File: config.mk
export PLATFORM = sky130hd
export DESIGN_NAME = gpio_in_ctrl
export DESIGN_NICKNAME = d
export VERILOG_FILES = /design/src/rtl/gpio_in_pkg.sv /design/src/rtl/gpio_in_ctrl_debounce.sv /design/src/rtl/gpio_in_ctrl.sv
export SDC_FILE = /design/constraint.sdc
export NUM_CORES = 1
export LEC_CHECK = 0
export CAP_MARGIN = 0
export CORE_MARGIN = 2
export CORE_UTILIZATION = 63
export DETAILED_ROUTE_END_ITERATION = 12
export PLACE_DENSITY = 0.8
export SLEW_MARGIN = 5
export SYNTH_ARGS = -nofsm -noshare
export SYNTH_HDL_FRONTEND = slang
export SYNTH_SLANG_ARGS = --single-unit
File: constraint.sdc
create_clock -name clk -period 7.4 [get_ports clk]
set_clock_uncertainty 0.15 [all_clocks]
set_input_delay 2.22 -clock clk [delete_from_list [all_inputs] [get_ports clk]]
set_output_delay 2.22 -clock clk [all_outputs]
set_load 0.01 [all_outputs]
File: src/rtl/gpio_in_pkg.sv
// Shared constants for the GPIO input peripheral: register offsets and debounce counter width.
package gpio_in_pkg;

    localparam logic [1:0] OFF_LEVEL = 2'd0;
    localparam logic [1:0] OFF_RISE  = 2'd1;
    localparam logic [1:0] OFF_FALL  = 2'd2;
    localparam logic [1:0] OFF_MASK  = 2'd3;

    localparam int unsigned DBNC_CNT_WIDTH = 8;

endpackage

File: src/rtl/gpio_in_ctrl_debounce.sv
// One GPIO input bit: synchronizer, debounce counter, accepted stable level and edge pulses.
module gpio_debounce
    import gpio_in_pkg::*;
#(
    parameter int unsigned DEBOUNCE_CYCLES = 16
) (
    input  logic clk,
    input  logic rst,
    input  logic pin_i,
    output logic level_o,
    output logic rise_o,
    output logic fall_o
);

    localparam logic [DBNC_CNT_WIDTH-1:0] CNT_LAST = DBNC_CNT_WIDTH'(DEBOUNCE_CYCLES - 1);

    logic                      meta_q, meta_d;
    logic                      sync_q, sync_d;
    logic                      samp_q, samp_d;
    logic                      stable_q, stable_d;
    logic [DBNC_CNT_WIDTH-1:0] cnt_q, cnt_d;

    // Two-flop synchronizer plus one sample stage, so a pin change reaches
    // the stable level 2+DEBOUNCE_CYCLES edges after it is first sampled.
    always_comb begin
        meta_d   = pin_i;
        sync_d   = meta_q;
        samp_d   = sync_q;
        stable_d = stable_q;
        cnt_d    = '0;
        if (samp_q != stable_q) begin
            if (cnt_q == CNT_LAST) begin
                stable_d = samp_q;
            end else begin
                cnt_d = cnt_q + 1'b1;
            end
        end
    end

    always_ff @(posedge clk) begin
        if (rst) begin
            meta_q   <= 1'b0;
            sync_q   <= 1'b0;
            samp_q   <= 1'b0;
            stable_q <= 1'b0;
            cnt_q    <= '0;
        end else begin
            meta_q   <= meta_d;
            sync_q   <= sync_d;
            samp_q   <= samp_d;
            stable_q <= stable_d;
            cnt_q    <= cnt_d;
        end
    end

    assign level_o = stable_q;
    assign rise_o  = stable_d & ~stable_q;
    assign fall_o  = ~stable_d & stable_q;

endmodule

File: src/rtl/gpio_in_ctrl.sv
// Memory-mapped GPIO input peripheral: debounced levels, sticky read-clear edge
// registers, interrupt mask, registered read data and a level interrupt.
module gpio_in_ctrl
    import gpio_in_pkg::*;
#(
    parameter int unsigned           DATA_WIDTH      = 32,
    parameter int unsigned           ADDR_WIDTH      = 32,
    parameter int unsigned           GPIO_WIDTH      = 32,
    parameter logic [ADDR_WIDTH-1:0] BASE_ADDR       = 32'hFFFF_FF00,
    parameter int unsigned           DEBOUNCE_CYCLES = 16
) (
    input  logic                  clk,
    input  logic                  rst,
    input  logic [GPIO_WIDTH-1:0] gpio_i,
    input  logic                  data_rd_en,
    input  logic                  data_wr_en,
    input  logic [ADDR_WIDTH-1:0] data_addr,
    input  logic [DATA_WIDTH-1:0] data_write,
    output logic [DATA_WIDTH-1:0] data_read,
    output logic                  rd_valid,
    output logic                  irq
);

    logic [GPIO_WIDTH-1:0] level, rise_p, fall_p;
    logic [GPIO_WIDTH-1:0] rise_q, rise_d;
    logic [GPIO_WIDTH-1:0] fall_q, fall_d;
    logic [GPIO_WIDTH-1:0] mask_q, mask_d;
    logic [DATA_WIDTH-1:0] data_read_q, data_read_d;
    logic                  rd_valid_q, rd_valid_d;
    logic                  irq_q, irq_d;
    logic                  hit, rd_hit, wr_hit;
    logic [1:0]            offset;
    logic [GPIO_WIDTH-1:0] rd_sel;

    // Byte-lane bits of the address and write data above GPIO_WIDTH carry no meaning here.
    logic unused_bits;
    assign unused_bits = ^{data_addr[1:0], data_write};

    for (genvar i = 0; i < GPIO_WIDTH; i++) begin : g_pin
        gpio_debounce #(
            .DEBOUNCE_CYCLES(DEBOUNCE_CYCLES)
        ) u_dbnc (
            .clk    (clk),
            .rst    (rst),
            .pin_i  (gpio_i[i]),
            .level_o(level[i]),
            .rise_o (rise_p[i]),
            .fall_o (fall_p[i])
        );
    end

    always_comb begin
        hit    = (data_addr[ADDR_WIDTH-1:4] == BASE_ADDR[ADDR_WIDTH-1:4]);
        offset = data_addr[3:2];
        rd_hit = data_rd_en & hit;
        wr_hit = data_wr_en & hit;

        case (offset)
            OFF_LEVEL: rd_sel = level;
            OFF_RISE:  rd_sel = rise_q;
            OFF_FALL:  rd_sel = fall_q;
            default:   rd_sel = mask_q;
        endcase

        data_read_d = '0;
        if (rd_hit) begin
            data_read_d[GPIO_WIDTH-1:0] = rd_sel;
        end
        rd_valid_d = rd_hit;

        // A read-clear drops every bit it returns; events landing on the same edge survive.
        rise_d = rise_q | rise_p;
        fall_d = fall_q | fall_p;
        if (rd_hit && offset == OFF_RISE) begin
            rise_d = rise_p;
        end
        if (rd_hit && offset == OFF_FALL) begin
            fall_d = fall_p;
        end

        mask_d = mask_q;
        if (wr_hit && offset == OFF_MASK) begin
            mask_d = data_write[GPIO_WIDTH-1:0];
        end

        irq_d = |((rise_q | fall_q) & mask_q);
    end

    always_ff @(posedge clk) begin
        if (rst) begin
            rise_q      <= '0;
            fall_q      <= '0;
            mask_q      <= '0;
            data_read_q <= '0;
            rd_valid_q  <= 1'b0;
            irq_q       <= 1'b0;
        end else begin
            rise_q      <= rise_d;
            fall_q      <= fall_d;
            mask_q      <= mask_d;
            data_read_q <= data_read_d;
            rd_valid_q  <= rd_valid_d;
            irq_q       <= irq_d;
        end
    end

    assign data_read = data_read_q;
    assign rd_valid  = rd_valid_q;
    assign irq       = irq_q;

endmodule

==> results of run 1 <==
flip-flops by register name (all words and copies together) (netlist names):
signal	flops
g_pin.u_dbnc.samp_d	32
fall_q	32
irq	1
g_pin.u_dbnc.level_o	32
g_pin.u_dbnc.samp_q	32
g_pin.u_dbnc.cnt_q	256
g_pin.u_dbnc.meta_q	32
rd_valid	1
mask_q	32
data_read	32
rise_q	32
cell families after synthesis:
| kind of cell | share of synthesized area |
|---|---|
| flip-flops | 0.518 |
| adder cells (fa/ha/maj) | 0.0202 |
| AND/OR/NAND/NOR | 0.226 |
| XOR/XNOR | 0.0988 |
| AO/OA/AOI/OAI | 0.0733 |
| multiplexers | 0.0363 |
| buffers and inverters | 0.0273 |
report_power, final:
part / total [mW] / leakage, nW / internal [mW] / switching [mW]
Combinational: 0.130 / 3.01 / 0.0718 / 0.0578
Sequential: 2.80 / 4.16 / 2.79 / 0.0116
Clock: 2.67 / 0.875 / 1.63 / 1.04
worst min-delay path by stage:
stage | from | to | cells past startpoint
2_1_floorplan | g_pin[11].u_dbnc.cnt_q[0] | g_pin[11].u_dbnc.cnt_q[0] | 1
3_3_place_gp | g_pin[13].u_dbnc.samp_d | g_pin[13].u_dbnc.samp_q | 1
3_5_place_dp | g_pin[31].u_dbnc.meta_q | g_pin[31].u_dbnc.samp_d | 1
4_1_cts | g_pin[14].u_dbnc.samp_d | g_pin[14].u_dbnc.samp_q | 1
5_1_grt | g_pin[11].u_dbnc.cnt_q[0] | g_pin[11].u_dbnc.cnt_q[0] | 1
6_report | g_pin[4].u_dbnc.cnt_q[0] | g_pin[4].u_dbnc.cnt_q[0] | 1
synth_stat cells, drive strengths merged:
cell type	n
xnor2	120
or4b	1
mux4	32
and3b	3
and4	17
dfxtp	514
a21oi	129
and2	7
o21ai	160
or3	32
nand3	116
nand2	77
or4	33
nor4	3
nor2b	141
inv	33
and3	24
nand4	34
ha	32
clkbuf	85
xor2	104
nand3b	64
nor3	4
nand4b	1
nor2	303
buf	13
stage by stage:
step	area [um^2]	hold WS (ns)	setup WS, ns
after floorplan	19800	0.263	3.31
after detailed placement	21300	0.276	2.52
after global placement	21300	0.266	2.57
after global routing	23100	0.299	2.89
final	23100	0.286	3.04
after CTS	23100	0.289	3.09
final cells by class:
class                           count  area (um^2)  share of cell area
Timing Repair Buffer              145         1410              0.0610
Inverter                           33          124             0.00536
Tap cell                          396          495              0.0214
Clock inverter                     20          259              0.0112
Clock buffer                       73         1510              0.0654
Multi-Input combinational cell   1437         9020               0.390
Sequential cell                   514        10300               0.445
per-layer routing:
layer	GRT usage	part of all wire	wire, um	up-vias
met3	0.0431	0.054	2220	76
met1	0.318	0.44	18100	6941
met4	0.0715	0.024	969	2
li1	-	-	-	7264
met2	0.436	0.48	19800	312
met5	0	0.00034	14	-
==> out/qor.tcl, run 1 <==
set qor(result_of_the_run) {completed}
set qor(tritoncts) {yes}
set qor(layout_min_cycle_time_ns) 4.36
set qor(clock_insertion_delay_worst_skew_ns) 0.55
set qor(endpoint_kind) {register}
set qor(start_util) 0.644
set qor(clockRootBuffer) {clkbuf_16}
set qor(max_freq_ghz) 0.230
set qor(cp_max_fo) 21
set qor(crit_start) {data_addr[3]}
set qor(clk_path_buf_depth) 3
set qor(num_vias) 14600
set qor(critical_path.max_stage_delay_ns) 0.52
set qor(cts_hold_buffers) 0
set qor(grt_first_pass_wirelength_mm) 68.5
set qor(rr_worst_depth) 4
set qor(post-synth-top-area-fraction) 0.518
set qor(grt_setup_unrepaired) {no}
set qor(final_cell_mix) {dfxtp_1 (514), nor2_1 (303), nor2b_1 (141), a21oi_1 (129), clkdlybuf4s50_1 (128)}
set qor(syn-cell-area_um2) 19800
set qor(nNetsFinal) 2313
set qor(synth_cells) 2082
set qor(drive_gt1_frac) 0.0621
set qor(globalRoute.totalOverflow) 0
set qor(worst_path_class_setup) {input port to register}
set qor(logic_depth_of_the_worst_path_buffers_included) 7
set qor(synth_warn) 0
set qor(post-place-cells) 2525
set qor(num_antenna_cells) 0
set qor(path_clk_slew_ns) 0.06
set qor(number_of_synthesized_register_bits) 514
set qor(finalCritPeriodShare) 0.589
set qor(global_placement_routability_congestion) 0.801
set qor(most_frequent_standard_cell_in_the_layout_excluding_fill_and_tap_cells) {dfxtp_1}
set qor(worst_ir_drop_vdd_uv) 171
set qor(crit-reg2reg-launch) {g_pin[29].u_dbnc.cnt_q[4]}
set qor(chipHeight_um) 181
set qor(critical-path-slowest-cell) {nand4_1}
set qor(die-width_um) 181
set qor(timing.final.max_slew_violations) 0
set qor(slew_headroom) 0.326
set qor(drt_drc_violations_left) 0
set qor(dpl.hpwl_mm) 27.0
set qor(worstMarginPinSlew_ns) 1.01
set qor(yosys-top-cells-area) {dfxtp_1 (52%), nor2_1 (5.7%), xnor2_1 (5.3%)}
set qor(post-cts-setup-buffer-count) 0
set qor(mappedNetlistNets) 2214
set qor(grt_antenna_before_repair) 1
set qor(hold_path.class) {register to register}
set qor(synthesized_area_per_cell_um2) 9.53
set qor(detail_route.wl_per_cell_um) 15.7
set qor(fp.dieArea_um2) 32900
set qor(cts_inserted_buffers) 50
set qor(clock_tree.htree_level_count) 2
set qor(post-synth-top-area-cell) {dfxtp_1}
set qor(cp-start-kind) {input port}
set qor(fin_total_pwr_mw) 5.60
set qor(io_pins) 134
set qor(p_leak_nw) 8.05
set qor(fillCellCount) 2120
set qor(number_of_global_route_vias_before_repair) 14500
set qor(post_cts_sizing_count) 0
set qor(timing.setup.tns_ns) 0
set qor(drt_pre_antenna_iters) 5
set qor(route.final.wire_length_mm) 41.1
set qor(std_cell_rows) 64
set qor(timing.critical_path.buf_inv) 3
set qor(cp_data_required_time_ns) 7.65
set qor(setup_violations) 0
set qor(share_of_the_yosys_chip_area_belonging_to_registers) 0.518
set qor(yosys.cell_types.count) 33
set qor(cp_common_cell) {buf_4}
set qor(hold_violations) 0
set qor(r2r-end) {g_pin[29].u_dbnc.cnt_q[4]}
set qor(crit_path_cell_trace) {buf_2 > buf_4 > and3_1 > nand4_1 > buf_4 > o21ai_0 > a21oi_1}
set qor(crit_end) {mask_q[29]}
set qor(drt-vias-per-instance) 5.57
set qor(port_buffer_count) 131
set qor(drtAntennaViolNets) 0
set qor(drt_iter0_drc) 907
set qor(reg2reg_slack_ns) 5.51
set qor(post_layout_nonfiller_instances) 2618
set qor(critical-path-top-delay-family) {buffers and inverters}
set qor(grt_use_total) 0.250
set qor(core-area_um2) 30800
set qor(grt_max_degree) 97
set qor(cts_sinks) 514
set qor(max_cap_viol_count) 0
set qor(layout-area-overhead-vs-synth_pct) 16.4
set qor(power_per_cell_area_nw_per_um2) 242
set qor(arr_time_crit_path_ns) 4.61
set qor(finalCoreUtilization) 0.749
Power figures use the tool's default switching activity.
==> run 2, diff against run 1 <==
--- a/config.mk
+++ b/config.mk
@@ -7,9 +7,9 @@
 export LEC_CHECK = 0
 export CAP_MARGIN = 0
 export CORE_MARGIN = 2
-export CORE_UTILIZATION = 63
+export CORE_UTILIZATION = 53
 export DETAILED_ROUTE_END_ITERATION = 12
-export PLACE_DENSITY = 0.8
+export PLACE_DENSITY = 0.72
 export SLEW_MARGIN = 5
 export SYNTH_ARGS = -nofsm -noshare
 export SYNTH_HDL_FRONTEND = slang
==> constraint.sdc (replaced) <==
create_clock -name clk -period 3.6 [get_ports clk]
set_clock_uncertainty 0.15 [all_clocks]
set_input_delay 1.08 -clock clk [delete_from_list [all_inputs] [get_ports clk]]
set_output_delay 1.08 -clock clk [all_outputs]
set_load 0.01 [all_outputs]
==> out/qor.tcl, run 2 (synthesized netlist as in run 1, its figures left out) <==
set qor(result_of_the_run) {completed} ;# unchanged
set qor(clock_tree.htree_level_count) 2 ;# unchanged
set qor(max_freq_ghz) 0.347
set qor(grt_antenna_before_repair) 1 ;# unchanged
set qor(number_of_global_route_vias_before_repair) 14200 ;# was 14500
set qor(largest_register_ff_count) 256 ;# unchanged
set qor(timing.final.max_slew_violations) 0 ;# unchanged
set qor(layout-area-overhead-vs-synth_pct) 17.4 ;# was 16.4%
set qor(chipHeight_um) 198 ;# was 181 um
set qor(clk_path_buf_depth) 3 ;# unchanged
set qor(drive_gt1_frac) 0.0646 ;# was 0.0621
set qor(setup_slack_ns) 0.719 ;# was 3.04 ns
set qor(clock_insertion_delay_worst_skew_ns) 0.58 ;# was 0.55 ns
set qor(core-area_um2) 36800 ;# was 30800 um^2
set qor(cts_hold_buffers) 0 ;# unchanged
set qor(globalRoute.totalOverflow) 0 ;# unchanged
set qor(drtAntennaViolNets) 0 ;# unchanged
set qor(top_register) {g_pin.u_dbnc.cnt_q} ;# unchanged
set qor(route.final.wire_length_mm) 41.9 ;# was 41.1 mm
set qor(dpl.hpwl_mm) 27.5 ;# was 27.0 mm
set qor(dp_worst_setup_slack_ns) 0.148 ;# was 2.52 ns
set qor(start_util) 0.540 ;# was 0.644
set qor(fp.dieArea_um2) 39000 ;# was 32900 um^2
set qor(worst_ir_drop_vdd_uv) 349 ;# was 171 uV
set qor(cts_sinks) 514 ;# unchanged
set qor(clockRootBuffer) {clkbuf_16} ;# unchanged
set qor(nNetsFinal) 2322 ;# was 2313
set qor(finalCritPeriodShare) 0.800
set qor(drt_iter0_drc) 934 ;# was 907
set qor(setup_violations) 0 ;# unchanged
set qor(grt_first_pass_wirelength_mm) 69.5 ;# was 68.5 mm
set qor(drt_pre_antenna_iters) 5 ;# unchanged
set qor(num_antenna_cells) 0 ;# unchanged
set qor(hold_violations) 0 ;# unchanged
set qor(detail_route.wl_per_cell_um) 15.5 ;# was 15.7 um
set qor(path_clk_slew_ns) 0.06 ;# about the same
set qor(worst_path_class_setup) {input port to register} ;# unchanged
set qor(drt_drc_violations_left) 0 ;# unchanged
set qor(hold_path.class) {register to register} ;# unchanged
set qor(num_vias) 14500 ;# was 14600
set qor(layout_min_cycle_time_ns) 2.88
set qor(slew_headroom) 0.547 ;# was 0.326
set qor(port_buffer_count) 131 ;# unchanged
set qor(post_layout_nonfiller_instances) 2697 ;# was 2618
set qor(fillCellCount) 3001 ;# was 2120
set qor(global_placement_routability_congestion) 0.793 ;# was 0.801
set qor(cp_max_fo) 96 ;# was 21
set qor(post_cts_sizing_count) 0 ;# unchanged
set qor(worstMarginPinSlew_ns) 0.673 ;# was 1.01 ns
set qor(arr_time_crit_path_ns) 3.19 ;# was 4.61 ns
set qor(die-width_um) 198 ;# was 181 um
set qor(p_leak_nw) 8.10 ;# was 8.05 nW
set qor(cp_data_required_time_ns) 3.91 ;# was 7.65 ns
set qor(max_cap_viol_count) 0 ;# unchanged
set qor(post-cts-setup-buffer-count) 0 ;# unchanged
set qor(grt_max_degree) 97 ;# unchanged
set qor(final_cell_mix) {dfxtp_1 (514), nor2_1 (303), nor2b_1 (141), a21oi_1 (129), clkdlybuf4s50_1 (128)} ;# unchanged
set qor(cts_inserted_buffers) 51 ;# was 50
set qor(grt_use_total) 0.219 ;# was 0.250
set qor(power_per_cell_area_nw_per_um2) 493 ;# was 242 nW/um^2
set qor(grt_setup_unrepaired) {no} ;# unchanged
set qor(timing.setup.tns_ns) 0 ;# unchanged
set qor(fin_total_pwr_mw) 11.5 ;# was 5.60 mW
set qor(most_frequent_standard_cell_in_the_layout_excluding_fill_and_tap_cells) {dfxtp_1} ;# unchanged
set qor(endpoint_kind) {register} ;# unchanged
set qor(post-place-cells) 2605 ;# was 2525
set qor(cp-start-kind) {input port} ;# unchanged
set qor(tritoncts) {yes} ;# unchanged
set qor(std_cell_rows) 70 ;# was 64
set qor(io_pins) 134 ;# unchanged
set qor(drt-vias-per-instance) 5.36 ;# was 5.57
run 2: final timing paths:
kind | slack (ns) | to | cells past startpoint | from
max | 0.72 | mask_q[25] | 6 | data_addr[5]
min | 0.28 | g_pin[13].u_dbnc.samp_q | 1 | g_pin[13].u_dbnc.samp_d
max reg2reg | 1.76 | irq | 4 | fall_q[19]
min reg2reg | 0.28 | g_pin[13].u_dbnc.samp_q | 1 | g_pin[13].u_dbnc.samp_d
run 2: area by class of cell:
type                    instances  area, um^2  area share
clock buffers                  74        1520      0.0650
clock inverters                18         220     0.00945
inverters                      33         124     0.00532
multi-input cells            1437        9020       0.387
flip-flops and latches        514       10300       0.442
well taps                     468         586      0.0251
repair buffers                153        1550      0.0663
run 2: per-stage QoR:
step / cell area, um^2 / utilization / hold slack (ns)
after global routing: 23300 / 0.633 / 0.299
after detailed placement: 21600 / 0.586 / 0.275
after CTS: 23300 / 0.633 / 0.286
after floorplan: 19800 / - / 0.263
after global placement: 21600 / 0.586 / 0.267
final: 23300 / 0.633 / 0.280
run 2: layer usage:
metal,track usage,vias to the layer above,part of all wire
li1,-,7267,-
met1,0.288,6845,0.46
met2,0.365,285,0.47
met3,0.0451,59,0.052
met4,0.0640,0,0.020
met5,0,-,0
run 2: power breakdown:
part           total [mW]  switching, mW  internal, mW  leakage, nW
Combinational       0.284          0.125         0.158         3.08
Clock                5.44           2.17          3.27        0.858
Sequential           5.76         0.0237          5.74         4.16
Total                11.5           2.32          9.16         8.10
run 2: critical path, cell delays in order:
cell,delay [ns]
clkdlybuf4s50_1,0.40
or4b_4,0.55
or4_4,0.51
buf_12,0.23
o21ai_0,0.25
a21oi_1,0.09
==> run 3, diff against run 2 <==
==> constraint.sdc (replaced) <==
create_clock -name clk -period 2.4 [get_ports clk]
set_clock_uncertainty 0.15 [all_clocks]
set_input_delay 0.72 -clock clk [delete_from_list [all_inputs] [get_ports clk]]
set_output_delay 0.72 -clock clk [all_outputs]
set_load 0.01 [all_outputs]
==> out/qor.tcl, run 3 (synthesized netlist as in run 1, its figures left out) <==
set qor(cp_max_fo) 54 ;# was 96
set qor(clock_insertion_delay_worst_skew_ns) 0.56 ;# was 0.58 ns
set qor(hold_violations) 0 ;# unchanged
set qor(cts_sinks) 514 ;# unchanged
set qor(num_vias) 14700 ;# was 14500
set qor(drt_pre_antenna_iters) 7 ;# was 5
set qor(worstMarginPinSlew_ns) 0.576 ;# was 0.673 ns
set qor(clk_path_buf_depth) 3 ;# unchanged
set qor(global_placement_routability_congestion) 0.797 ;# was 0.793
set qor(route.final.wire_length_mm) 40.9 ;# was 41.9 mm
set qor(cp-start-kind) {input port} ;# unchanged
set qor(reg2reg_slack_ns) 0.47 ;# was 1.76 ns
set qor(post_layout_nonfiller_instances) 2717 ;# was 2697
set qor(worst_ir_drop_vdd_uv) 487 ;# was 349 uV
set qor(cp_data_required_time_ns) 2.70 ;# was 3.91 ns
set qor(result_of_the_run) {completed} ;# unchanged
set qor(drt_drc_violations_left) 0 ;# unchanged
set qor(grt_use_total) 0.211 ;# was 0.219
set qor(setup_violations) 0 ;# unchanged
set qor(post-cts-setup-buffer-count) 0 ;# unchanged
set qor(detail_route.wl_per_cell_um) 15.1 ;# was 15.5 um
set qor(number_of_global_route_vias_before_repair) 14200 ;# about the same
set qor(fp.dieArea_um2) 39000 ;# unchanged
set qor(start_util) 0.540 ;# unchanged
set qor(timing.final.max_slew_violations) 0 ;# unchanged
set qor(worst_path_class_setup) {input port to register} ;# unchanged
set qor(layout-area-overhead-vs-synth_pct) 18.3 ;# was 17.4%
set qor(final_cell_mix) {dfxtp_1 (514), nor2_1 (303), nor2b_1 (141), a21oi_1 (129), clkdlybuf4s50_1 (128)} ;# unchanged
set qor(dpl.hpwl_mm) 27.6 ;# was 27.5 mm
set qor(power.share.sequential) 0.505 ;# was 0.502
set qor(std_cell_rows) 70 ;# unchanged
set qor(cts_hold_buffers) 0 ;# unchanged
set qor(grt_antenna_before_repair) 0 ;# was 1
set qor(rr_worst_depth) 4 ;# unchanged
set qor(top_register) {g_pin.u_dbnc.cnt_q} ;# unchanged
set qor(power.combinational.fraction) 0.026 ;# was 0.025
set qor(fin_total_pwr_mw) 17.1 ;# was 11.5 mW
set qor(crit-reg2reg-launch) {fall_q[7]} ;# was fall_q[19]
set qor(power_per_cell_area_nw_per_um2) 729 ;# was 493 nW/um^2
set qor(grt_max_degree) 55 ;# was 97
set qor(clock_tree.htree_level_count) 2 ;# unchanged
set qor(largest_register_ff_count) 256 ;# unchanged
set qor(drt_iter0_drc) 822 ;# was 934
set qor(num_antenna_cells) 0 ;# unchanged
set qor(die-width_um) 198 ;# unchanged
set qor(p_leak_nw) 8.20 ;# was 8.10 nW
set qor(holdWs_ns) 0.281 ;# was 0.280 ns
set qor(final_cell_area_um2) 23500 ;# was 23300 um^2
set qor(share_clk_of_total_power) 0.469 ;# was 0.474
set qor(post-place-cells) 2623 ;# was 2605
set qor(core-area_um2) 36800 ;# unchanged
set qor(slew_headroom) 0.612 ;# was 0.547
set qor(clockRootBuffer) {clkbuf_16} ;# unchanged
set qor(arr_time_crit_path_ns) 2.68 ;# was 3.19 ns
set qor(r2r-end) {irq} ;# unchanged
set qor(io_pins) 134 ;# unchanged
set qor(chipHeight_um) 198 ;# unchanged
set qor(fillCellCount) 2998 ;# was 3001
set qor(drive_gt1_frac) 0.0716 ;# was 0.0646
set qor(drt-vias-per-instance) 5.39 ;# was 5.36
set qor(crit_path_cell_trace) {clkdlybuf4s50_1 > or4b_4 > or4_4 > buf_12 > o21ai_0 > a21oi_1} ;# unchanged
set qor(crit_start) {data_addr[7]} ;# was data_addr[5]
set qor(layout_min_cycle_time_ns) 2.38
set qor(critical_path.max_stage_delay_ns) 0.56 ;# was 0.55 ns
set qor(tritoncts) {yes} ;# unchanged
set qor(max_freq_ghz) 0.419
set qor(globalRoute.totalOverflow) 0 ;# unchanged
set qor(finalCritPeriodShare) 0.993
set qor(drtAntennaViolNets) 0 ;# unchanged
set qor(placed_area_um2) 21800 ;# was 21600 um^2
set qor(critical-path-slowest-cell) {or4b_4} ;# unchanged
set qor(power.internal_mw) 13.7 ;# was 9.16 mW
set qor(nNetsFinal) 2340 ;# was 2322
set qor(grt_setup_unrepaired) {yes} ;# was no
set qor(cts_inserted_buffers) 51 ;# unchanged
set qor(hold_path.class) {register to register} ;# unchanged
set qor(port_buffer_count) 131 ;# unchanged
set qor(grt_first_pass_wirelength_mm) 67.4 ;# was 69.5 mm
set qor(power_switching_mw) 3.42 ;# was 2.32 mW
set qor(crit_end) {mask_q[3]} ;# was mask_q[25]
set qor(max_cap_viol_count) 0 ;# unchanged
set qor(most_frequent_standard_cell_in_the_layout_excluding_fill_and_tap_cells) {dfxtp_1} ;# unchanged
set qor(finalCoreUtilization) 0.639 ;# was 0.633
set qor(path_clk_slew_ns) 0.06 ;# about the same
set qor(endpoint_kind) {register} ;# unchanged
set qor(switching_share) 0.200 ;# was 0.202
run 3: changes by cell type in the layout (fill, tap and decap cells not counted), moves of 2 or more:
cell      delta
o21ai_0     -21
o21ai_1     +21
buf_4       +13
buf_12       +5
clkbuf_1     +3
clkinv_2     -2
run 3: routing by layer:
metal / track usage / up-vias / part of all wire
li1: - / 7322 / -
met1: 0.267 / 6939 / 0.45
met2: 0.365 / 316 / 0.48
met3: 0.0391 / 78 / 0.051
met4: 0.0649 / 0 / 0.023
met5: 0 / - / 0
run 3: worst min path at each step:
stage	start	end	slack, ns	cells past startpoint
2_1_floorplan	g_pin[11].u_dbnc.cnt_q[0]	g_pin[11].u_dbnc.cnt_q[0]	0.26	1
3_3_place_gp	g_pin[12].u_dbnc.samp_d	g_pin[12].u_dbnc.samp_q	0.27	1
3_5_place_dp	g_pin[12].u_dbnc.samp_d	g_pin[12].u_dbnc.samp_q	0.27	1
4_1_cts	g_pin[12].u_dbnc.samp_d	g_pin[12].u_dbnc.samp_q	0.28	1
5_1_grt	g_pin[15].u_dbnc.meta_q	g_pin[15].u_dbnc.samp_d	0.29	1
6_report	g_pin[10].u_dbnc.meta_q	g_pin[10].u_dbnc.samp_d	0.28	1
run 3: worst max-delay path, delay by kind of cell:
| family | cells | cell delay (ns) |
|---|---|---|
| simple gates | 2 | 1.03 |
| buf+inv | 2 | 0.60 |
| compound gates | 2 | 0.28 |
run 3: final cells by class:
cell class,instances,area (um^2),area share
repair buffers,171,1740,0.0742
clock buffers,78,1540,0.0656
inverters,33,124,0.00527
flip-flops and latches,514,10300,0.438
clock inverters,16,189,0.00804
multi-input cells,1437,9020,0.384
well taps,468,586,0.0249
run 3: per-stage QoR:
| stage | setup TNS, ns | worst slack (ns) |
|---|---|---|
| floorplan | -8.68 | -0.115 |
| global placement | -59.86 | -0.539 |
| detailed placement | -62.19 | -0.571 |
| CTS | 0 | 0.0283 |
| global route | -0.124 | -0.0219 |
| finish | 0 | 0.0161 |
run 3: power by group through the flow:
stage	clock [mW]	sequential, mW	combinational [mW]
after floorplan	0	8.82	0.194
after global placement	0	8.83	0.443
after detailed placement	0	8.83	0.448
after CTS	8.22	8.64	0.451
after global routing	8.54	8.64	0.481
final	8.04	8.64	0.445
run 3: repair_timing:
action	4_1_cts	5_1_grt
hold endpoints to repair	0	0
endpoints found under the setup margin	0	27
gates resized for setup	0	21
